--- src/rtl/compare_pkg.sv ---
// Shared opcode definitions for compare_tracker and its bus interface.
package compare_pkg;

  localparam int OP_W = 3;

  typedef enum logic [OP_W-1:0] {
    OP_EQ    = 3'd0,
    OP_GT    = 3'd1,
    OP_LT    = 3'd2,
    OP_MAX   = 3'd3,
    OP_MIN   = 3'd4,
    OP_RMAX  = 3'd5,
    OP_RMIN  = 3'd6,
    OP_COUNT = 3'd7
  } op_e;

endpackage

--- src/rtl/compare_tracker_if.sv ---
// Sample/result handshake bus for compare_tracker; master drives operands, slave returns results.
interface compare_tracker_if
  import compare_pkg::*;
#(
  parameter int WIDTH     = 4,
  parameter int OUT_WIDTH = 2*WIDTH
);
  logic [WIDTH-1:0]     x;
  logic [WIDTH-1:0]     y;
  logic [OP_W-1:0]      operation;
  logic                 inValid;
  logic                 inReady;
  logic                 clearStats;
  logic [OUT_WIDTH-1:0] returnValue;
  logic                 outValid;
  logic                 outReady;

  modport master (
    output x, y, operation, inValid, clearStats, outReady,
    input  inReady, returnValue, outValid
  );

  modport slave (
    input  x, y, operation, inValid, clearStats, outReady,
    output inReady, returnValue, outValid
  );
endinterface

--- src/rtl/compare_core.sv ---
// Per-lane combinational compare: eq/gt/lt plus max/min of a[i] vs b[i].
// Signed two's-complement ordering when COMPARE_TRACKER_SIGNED_EN is defined.
module compare_core #(
  parameter int WIDTH     = 4,
  parameter int NUM_LANES = 1
) (
  input  logic [NUM_LANES-1:0][WIDTH-1:0] a,
  input  logic [NUM_LANES-1:0][WIDTH-1:0] b,
  output logic [NUM_LANES-1:0]            eq,
  output logic [NUM_LANES-1:0]            gt,
  output logic [NUM_LANES-1:0]            lt,
  output logic [NUM_LANES-1:0][WIDTH-1:0] max_o,
  output logic [NUM_LANES-1:0][WIDTH-1:0] min_o
);
  for (genvar i = 0; i < NUM_LANES; i++) begin : g_lane
    assign eq[i] = (a[i] == b[i]);
`ifdef COMPARE_TRACKER_SIGNED_EN
    assign gt[i] = ($signed(a[i]) > $signed(b[i]));
    assign lt[i] = ($signed(a[i]) < $signed(b[i]));
`else
    assign gt[i] = (a[i] > b[i]);
    assign lt[i] = (a[i] < b[i]);
`endif
    assign max_o[i] = gt[i] ? a[i] : b[i];
    assign min_o[i] = lt[i] ? a[i] : b[i];
  end
endmodule

--- src/rtl/compare_tracker.sv ---
// Compare/statistics unit with a one-deep registered result and valid/ready handshake.
// Optional COMPARE_TRACKER_SIGNED_EN: two's-complement operands and sign-extended results.
module compare_tracker
  import compare_pkg::*;
#(
  parameter int WIDTH     = 4,
  parameter int OUT_WIDTH = 2*WIDTH
) (
  input  logic              clock,
  input  logic              reset,
  compare_tracker_if.slave  bus
);
  logic                 out_valid_q, out_valid_d;
  logic [OUT_WIDTH-1:0] result_q, result_d;
  logic [WIDTH-1:0]     run_max_q, run_max_d;
  logic [WIDTH-1:0]     run_min_q, run_min_d;
  logic [OUT_WIDTH-1:0] count_q, count_d;
  logic                 empty_q, empty_d;

  logic                 accept;
  logic                 stat_empty;
  op_e                  op;
  logic [WIDTH-1:0]     new_max, new_min;
  logic [OUT_WIDTH-1:0] new_count;

  logic                          xy_eq, xy_gt, xy_lt;
  logic [WIDTH-1:0]              xy_max, xy_min;
  logic [1:0]                    st_eq, st_gt, st_lt;
  logic [1:0][WIDTH-1:0]         st_max, st_min;

  function automatic logic [OUT_WIDTH-1:0] ext(input logic [WIDTH-1:0] v);
`ifdef COMPARE_TRACKER_SIGNED_EN
    return {{(OUT_WIDTH-WIDTH){v[WIDTH-1]}}, v};
`else
    return {{(OUT_WIDTH-WIDTH){1'b0}}, v};
`endif
  endfunction

  compare_core #(.WIDTH(WIDTH), .NUM_LANES(1)) u_xy (
    .a(bus.x), .b(bus.y),
    .eq(xy_eq), .gt(xy_gt), .lt(xy_lt),
    .max_o(xy_max), .min_o(xy_min)
  );

  // Lane 0 folds the sample max into runMax, lane 1 folds the sample min into runMin.
  compare_core #(.WIDTH(WIDTH), .NUM_LANES(2)) u_stat (
    .a({run_min_q, run_max_q}), .b({xy_min, xy_max}),
    .eq(st_eq), .gt(st_gt), .lt(st_lt),
    .max_o(st_max), .min_o(st_min)
  );

  assign bus.inReady     = !out_valid_q || bus.outReady;
  assign bus.outValid    = out_valid_q;
  assign bus.returnValue = result_q;
  assign accept          = bus.inValid && bus.inReady;
  assign op              = op_e'(bus.operation);

  // A clear on the same cycle as an accept makes this sample the seed.
  assign stat_empty = empty_q || bus.clearStats;
  assign new_max    = stat_empty ? xy_max : st_max[0];
  assign new_min    = stat_empty ? xy_min : st_min[1];
  assign new_count  = stat_empty ? OUT_WIDTH'(1)
                    : (&count_q ? count_q : count_q + OUT_WIDTH'(1));

  always_comb begin
    out_valid_d = out_valid_q;
    result_d    = result_q;
    run_max_d   = run_max_q;
    run_min_d   = run_min_q;
    count_d     = count_q;
    empty_d     = empty_q;

    if (bus.clearStats) begin
      empty_d = 1'b1;
      count_d = '0;
    end

    if (accept) begin
      run_max_d   = new_max;
      run_min_d   = new_min;
      count_d     = new_count;
      empty_d     = 1'b0;
      out_valid_d = 1'b1;
      case (op)
        OP_EQ:    result_d = OUT_WIDTH'(xy_eq);
        OP_GT:    result_d = OUT_WIDTH'(xy_gt);
        OP_LT:    result_d = OUT_WIDTH'(xy_lt);
        OP_MAX:   result_d = ext(xy_max);
        OP_MIN:   result_d = ext(xy_min);
        OP_RMAX:  result_d = ext(new_max);
        OP_RMIN:  result_d = ext(new_min);
        OP_COUNT: result_d = new_count;
        default:  result_d = '0;
      endcase
    end else if (bus.outReady) begin
      out_valid_d = 1'b0;
    end
  end

  always_ff @(posedge clock) begin
    if (reset) begin
      out_valid_q <= 1'b0;
      result_q    <= '0;
      run_max_q   <= '0;
      run_min_q   <= '0;
      count_q     <= '0;
      empty_q     <= 1'b1;
    end else begin
      out_valid_q <= out_valid_d;
      result_q    <= result_d;
      run_max_q   <= run_max_d;
      run_min_q   <= run_min_d;
      count_q     <= count_d;
      empty_q     <= empty_d;
    end
  end
endmodule

--- src/flat_wrapper.sv ---
// flat-port wrapper written by rule: the top's interface ports become plain ports
module compare_tracker_flat import compare_pkg::*;
#(
  parameter int WIDTH     = 4,
  parameter int OUT_WIDTH = 2*WIDTH
)
  (clock, reset, bus_x, bus_y, bus_operation, bus_inValid, bus_clearStats, bus_outReady, bus_inReady, bus_returnValue, bus_outValid);
  compare_tracker_if #(.WIDTH(WIDTH), .OUT_WIDTH(OUT_WIDTH)) bus_i ();
  input  logic clock;
  input  logic reset;
  input wire logic [$bits(bus_i.x)-1:0] bus_x;
  input wire logic [$bits(bus_i.y)-1:0] bus_y;
  input wire logic [$bits(bus_i.operation)-1:0] bus_operation;
  input wire logic [$bits(bus_i.inValid)-1:0] bus_inValid;
  input wire logic [$bits(bus_i.clearStats)-1:0] bus_clearStats;
  input wire logic [$bits(bus_i.outReady)-1:0] bus_outReady;
  output wire logic [$bits(bus_i.inReady)-1:0] bus_inReady;
  output wire logic [$bits(bus_i.returnValue)-1:0] bus_returnValue;
  output wire logic [$bits(bus_i.outValid)-1:0] bus_outValid;
  assign bus_i.x = bus_x;
  assign bus_i.y = bus_y;
  assign bus_i.operation = bus_operation;
  assign bus_i.inValid = bus_inValid;
  assign bus_i.clearStats = bus_clearStats;
  assign bus_i.outReady = bus_outReady;
  assign bus_inReady = bus_i.inReady;
  assign bus_returnValue = bus_i.returnValue;
  assign bus_outValid = bus_i.outValid;
  compare_tracker #(.WIDTH(WIDTH), .OUT_WIDTH(OUT_WIDTH)) u_core (.clock(clock), .reset(reset), .bus(bus_i));
endmodule
--- config.mk ---
export PLATFORM = sky130hd
export DESIGN_NAME = compare_tracker_flat
export DESIGN_NICKNAME = d
export VERILOG_FILES = /design/src/rtl/compare_pkg.sv /design/src/rtl/compare_tracker_if.sv /design/src/rtl/compare_core.sv /design/src/rtl/compare_tracker.sv /design/src/flat_wrapper.sv
export SDC_FILE = /design/constraint.sdc
export NUM_CORES = 1
export LEC_CHECK = 0
export ABC_AREA = 1
export CORE_MARGIN = 2
export CORE_UTILIZATION = 32
export DETAILED_ROUTE_END_ITERATION = 6
export PLACE_DENSITY = 0.51
export SYNTH_ARGS = -nofsm -noshare
export SYNTH_HDL_FRONTEND = slang
export SYNTH_SLANG_ARGS = --single-unit
--- constraint.sdc ---
create_clock -name clock -period 4.45 [get_ports clock]
set_clock_uncertainty 0.15 [all_clocks]
set_input_delay 0.6675 -clock clock [delete_from_list [all_inputs] [get_ports clock]]
set_output_delay 0.6675 -clock clock [all_outputs]
set_load 0.005 [all_outputs]
# Yosys cells after proc, flatten, opt, wreduce, memory -nomap -nowiden
# Cells that the tools add are included.
[op_classes] n_div=0 muxes=15 magnitude_cmp=4 reduce_logical=8 addsub=1 eq_ne=8 bitwise_logic=0 n_mul=0 shifts=0
[ops] operator="$pmux W8 S8" count=1
[ops] operator="$mux W8" count=4
[ops] operator="$mux W4" count=6
[ops] operator="$eq A3 B3 Y1 const B" count=4
[ops] operator="$add A8 B1 Y8 const B" count=1
[ops] operator="$gt A4 B4 Y1" count=2
[ops] operator="$lt A4 B4 Y1" count=2
[ops] operator="$reduce_and A8 Y1" count=1
[ops] operator="$eq A3 B2 Y1 const B" count=2
[ops] operator="$eq A4 B4 Y1" count=1
[ops] operator="$mux W1" count=4
[ops] operator="$reduce_bool A2 Y1" count=2
[ops] operator="$eq A3 B1 Y1 const B" count=1
[ops] operator="$logic_not A3 Y1" count=1
[ops] operator="$logic_or A1 B1 Y1" count=2
[ops] operator="$logic_and A1 B1 Y1" count=1
[ops] operator="$logic_not A1 Y1" count=1
[word_totals] ramBits=0 register_bits=26 memories=0 word_cells=42 out_inout_bits=10 mem_bits_ro=0 latch_bits=0

# Logic depth before layout (Yosys ltp)
[logic_depth] word_depth=6 mapped_depth=22

# Cells and area by module
# A second synthesis with hierarchy kept.
[hier_totals] hier_cells=374 area_unflattened_um2=2258.4
[modules_own_cells] module="compare_tracker" area_per_inst_um2=1549.0 seq_area_each_um2=520.5 n_inst=1 cells_per_inst=242
[modules_own_cells] module="compare_core at u_core.u_stat" area_per_inst_um2=473.0 seq_area_each_um2=0.0 n_inst=1 cells_per_inst=88
[modules_own_cells] module="compare_core at u_core.u_xy" area_per_inst_um2=236.5 seq_area_each_um2=0.0 n_inst=1 cells_per_inst=44

# Worst setup path after synthesis
# Ideal clock, no wire load.
[synth_path] path_type="input to register" startpoint="in bus_y[3]" endpoint="reg u_core.result_q[0], in the netlist u_core.bus.returnValue[0]" setup_time_ns=0.132 n_path_buf=0 cell_stages=18 required_time_ns=4.168 slack_ns=1.377 arrival_ns=2.791 cell_sequence="inv_1 ha_1 a21oi_2 nand2_4 nand2_4 nand2_1 o21ai_1 inv_1 ha_1 nand2_1 o21ai_1 nand2_4 a21oi_1 nor2_1 nor2_1 nand2_1 nand2_1 a21oi_2"
[synth_via] elab_chain_cells=6 elab_cells_between_ends=12
[synth_rtl] item="start, declared" line_no="flat_wrapper.sv:12" source="input wire logic [$bits(bus_i.y)-1:0] bus_y;"
[synth_rtl] item="$lt A4 B4 Y1 / $gt A4 B4 Y1 (equally long branches)" line_no="compare_core.sv:22, compare_core.sv:21"
[synth_rtl] item="$mux W4 (on tied branches)" line_no="compare_core.sv:25, compare_core.sv:24"
[synth_rtl] item="$lt A4 B4 Y1 / $gt A4 B4 Y1 (equally long branches)" line_no="compare_core.sv:22, compare_core.sv:21"
[synth_rtl] item="$mux W4 (on tied branches)" line_no="compare_core.sv:25, compare_core.sv:24"
[synth_rtl] item="$mux W4 (on tied branches)" line_no="compare_tracker.sv:61, compare_tracker.sv:60"
[synth_rtl] item="$pmux W8 S8 *" line_no="compare_tracker.sv:84" source="case (op)"
[synth_rtl] item="end signal, assigned" line_no="compare_tracker.sv:110" source="result_q <= result_d;"
[synth_rtl] item="end, declared" line_no="compare_tracker.sv:14" source="logic [OUT_WIDTH-1:0] result_q, result_d;"
# Mark *: on every way between the ends. The rest lies on a longest branch, timed or not.
# A chain may end at the register's enable or synchronous reset.

# Final worst setup path
# Ends and elaborated chain as after synthesis.

==> qor.txt <==
Buffers added on ports = 25
Hold Vio Cnt, Final = 0
Sink Count = 26
Via count = 1870
WL/cell = 12.3 um
Max_cap viols = 0
Worst relative slew slack = 0.629
Nets = 356
Critical R2R Launch = u_core.run_max_q[1]$_SDFFE_PP0P_
DRT Wirelength = 4920 um
Root Buffer Master = clkbuf_8
Gates resized, CTS repair = 0
Worst-path clk slew = 0.09 ns
Initial core utilization = 0.330
Commonest non-fill, non-tap cell in the layout = nand2_1
Die ar. = 6700 um2
Most frequent cells in the layout = nand2_1 (82), inv_1 (52), dfxtp_1 (26)
Pin count of the biggest net entering global routing = 24
Pwr Total = 0.559 mW
Syn Inst Count = 298
Crit path required time = 4.46 ns
Final core utilization = 0.395
Detail Route Antenna Nets = 0
Hold Crit Class = flip-flop to flip-flop
Pwr Density = 240 nW/um2
Post-CTS Setup Bufs = 0
I/O Pins = 26
Crit path time final = 3.68 ns
Cts hold-fix bufs = 0
Main synth FF type = dfxtp_1
Final hold slack = 0.319 ns
Post-route cell area = 2330 um2
Initial DRC count = 54
HPWL Detailed = 3850 um
Ant diodes = 0
R2R cell count = 10
Die width = 81.9 um
Post-DP Area = 2290 um2
Hold Path Depth = 2
Post-Syn Nets = 328
Top-area cell type share of the netlist area = 0.268
Peak supply drop = 0.112 mV
Worst setup SP type = input pin
Final Max Tran Viols = 0
Total leakage power = 1.04 nW
Area Growth Syn to Fin = 20.0%
Total global-route track usage = 0.159
First-pass GRT wire length = 8240 um
Synth Cell Area = 1940 um2
Hold path endpoint = u_core.bus.returnValue[5]$_SDFFE_PP0P_
Critical setup path kind = input pin to flip-flop
Vias in the first global route = 1740
Initial antenna violation count = 0
Grt ovf = 0
Placer Congestion = 0.815
WP data arrival = 3.69 ns
Hold_sp = u_core.bus.returnValue[5]$_SDFFE_PP0P_
Final Setup Violations = 0
Ys Warns = 0
Post-synthesis sequential area ratio = 0.268
Post-synth cell types = 32
TritonCTS Buffers = 3
Crit Path Max Fanout = 8
CTS H-tree lvls = 1
Maximum clock path buffer count = 2
Mapped Avg Cell Area = 6.51 um2
Share of post-route cells with drive strength above 1 = 0.0957
EDFF count, synth = 0
Area leader, netlist = dfxtp_1
Tcrit/Tclk final = 0.827
Status = finished clean
DRT Pass-1 Iters = 4
Setup TNS = 0 ns
Synthesis-stage register bit count = 26
Worst slew pin tran = 0.555 ns
Post-synth ARST share = 0
Drt drc = 0
Via-to-Cell Ratio = 4.69
Reg2Reg Setup Slack = 2.43 ns
RSZ-0062 raised after global routing = false
Die H = 81.9 um
Core area = 5890 um2
CTS tree = built
Cell Rows = 28
CP endpoint kind = flip-flop
Capture point of the worst reg-to-reg path = u_core.bus.returnValue[0]$_SDFFE_PP0P_
Max Clk Rate = 0.272 GHz
Largest cells by area after synthesis = dfxtp_1 (27%), nand2_1 (16%), inv_1 (10%)
Clock latency on the worst-skew pair = 0.27 ns
## per-layer routing
layer  share of wire  global-route usage
met2            0.45               0.265
met4          0.0055              0.0250
met5               0                   0
met3           0.019              0.0286
met1            0.52               0.216
## layout make-up
class | instances | area (um2)
sequential | 26 | 520
fill | 627 | 3560
tap | 75 | 93.8
timing repair buffer | 28 | 273
inverter | 55 | 206
multi-input combinational | 212 | 1190
clock buffer | 3 | 41.3
## worst max-delay path by stage
stage / start / to / slack [ns]
6_report: bus_y[3] / u_core.bus.returnValue[0]$_SDFFE_PP0P_ / 0.77
5_1_grt: bus_y[1] / u_core.bus.returnValue[1]$_SDFFE_PP0P_ / 0.50
4_1_cts: bus_y[3] / u_core.bus.returnValue[0]$_SDFFE_PP0P_ / 0.81
3_5_place_dp: bus_y[3] / u_core.bus.returnValue[0]$_SDFFE_PP0P_ / 0.54
3_3_place_gp: bus_y[3] / u_core.bus.returnValue[0]$_SDFFE_PP0P_ / 0.60
2_1_floorplan: bus_y[3] / u_core.bus.returnValue[0]$_SDFFE_PP0P_ / 1.38
## registers in the layout, indices dropped and copies added, names as in the netlist
register                cells
u_core.bus.returnValue      8
u_core.empty_q              1
u_core.run_max_q            4
u_core.run_min_q            4
u_core.bus.outValid         1
u_core.count_q              8
## per-stage QoR
step	cells	worst slack, ns
4_1_cts	399	0.810
2_1_floorplan	298	1.38
3_3_place_gp	396	0.598
3_5_place_dp	396	0.535
5_1_grt	399	0.500
6_report	399	0.768
## where the power goes
part           switching [mW]  leakage [nW]  internal [mW]
combinational           0.105         0.801         0.0674
clock                  0.0730        0.0216         0.0607
sequential            0.00836         0.213          0.244
## critical path, stage by stage
cell	delay (ns)
clkdlybuf4s50_1	0.51
inv_1	0.06
ha_1	0.31
a21oi_2	0.22
nand2_4	0.11
nand2_4	0.11
nand2_1	0.06
o21ai_1	0.13
inv_1	0.08
ha_1	0.36
nand2_1	0.08
o21ai_1	0.27
nand2_4	0.12
a21oi_1	0.24
nor2_1	0.06
nor2_1	0.12
nand2_1	0.06
nand2_1	0.07
a21oi_2	0.05
## cells in the mapped netlist (all sizes together), types with 3 or more instances
cell type	instances
nor3	5
nor2	20
or2	3
dfxtp	26
o211ai	6
a21oi	28
nand4	5
o21ai	15
nand3	20
nand2	88
clkbuf	4
ha	14
inv	55
## cell families after synthesis
kind of cell / count (synthesis) / share of synthesized area
xor+xnor: 1 / 0.00452
fa+ha+maj: 14 / 0.0903
simple gates: 143 / 0.343
buf+inv: 60 / 0.117
flops: 26 / 0.268
compound gates: 54 / 0.177
Power figures use the tool's default switching activity.
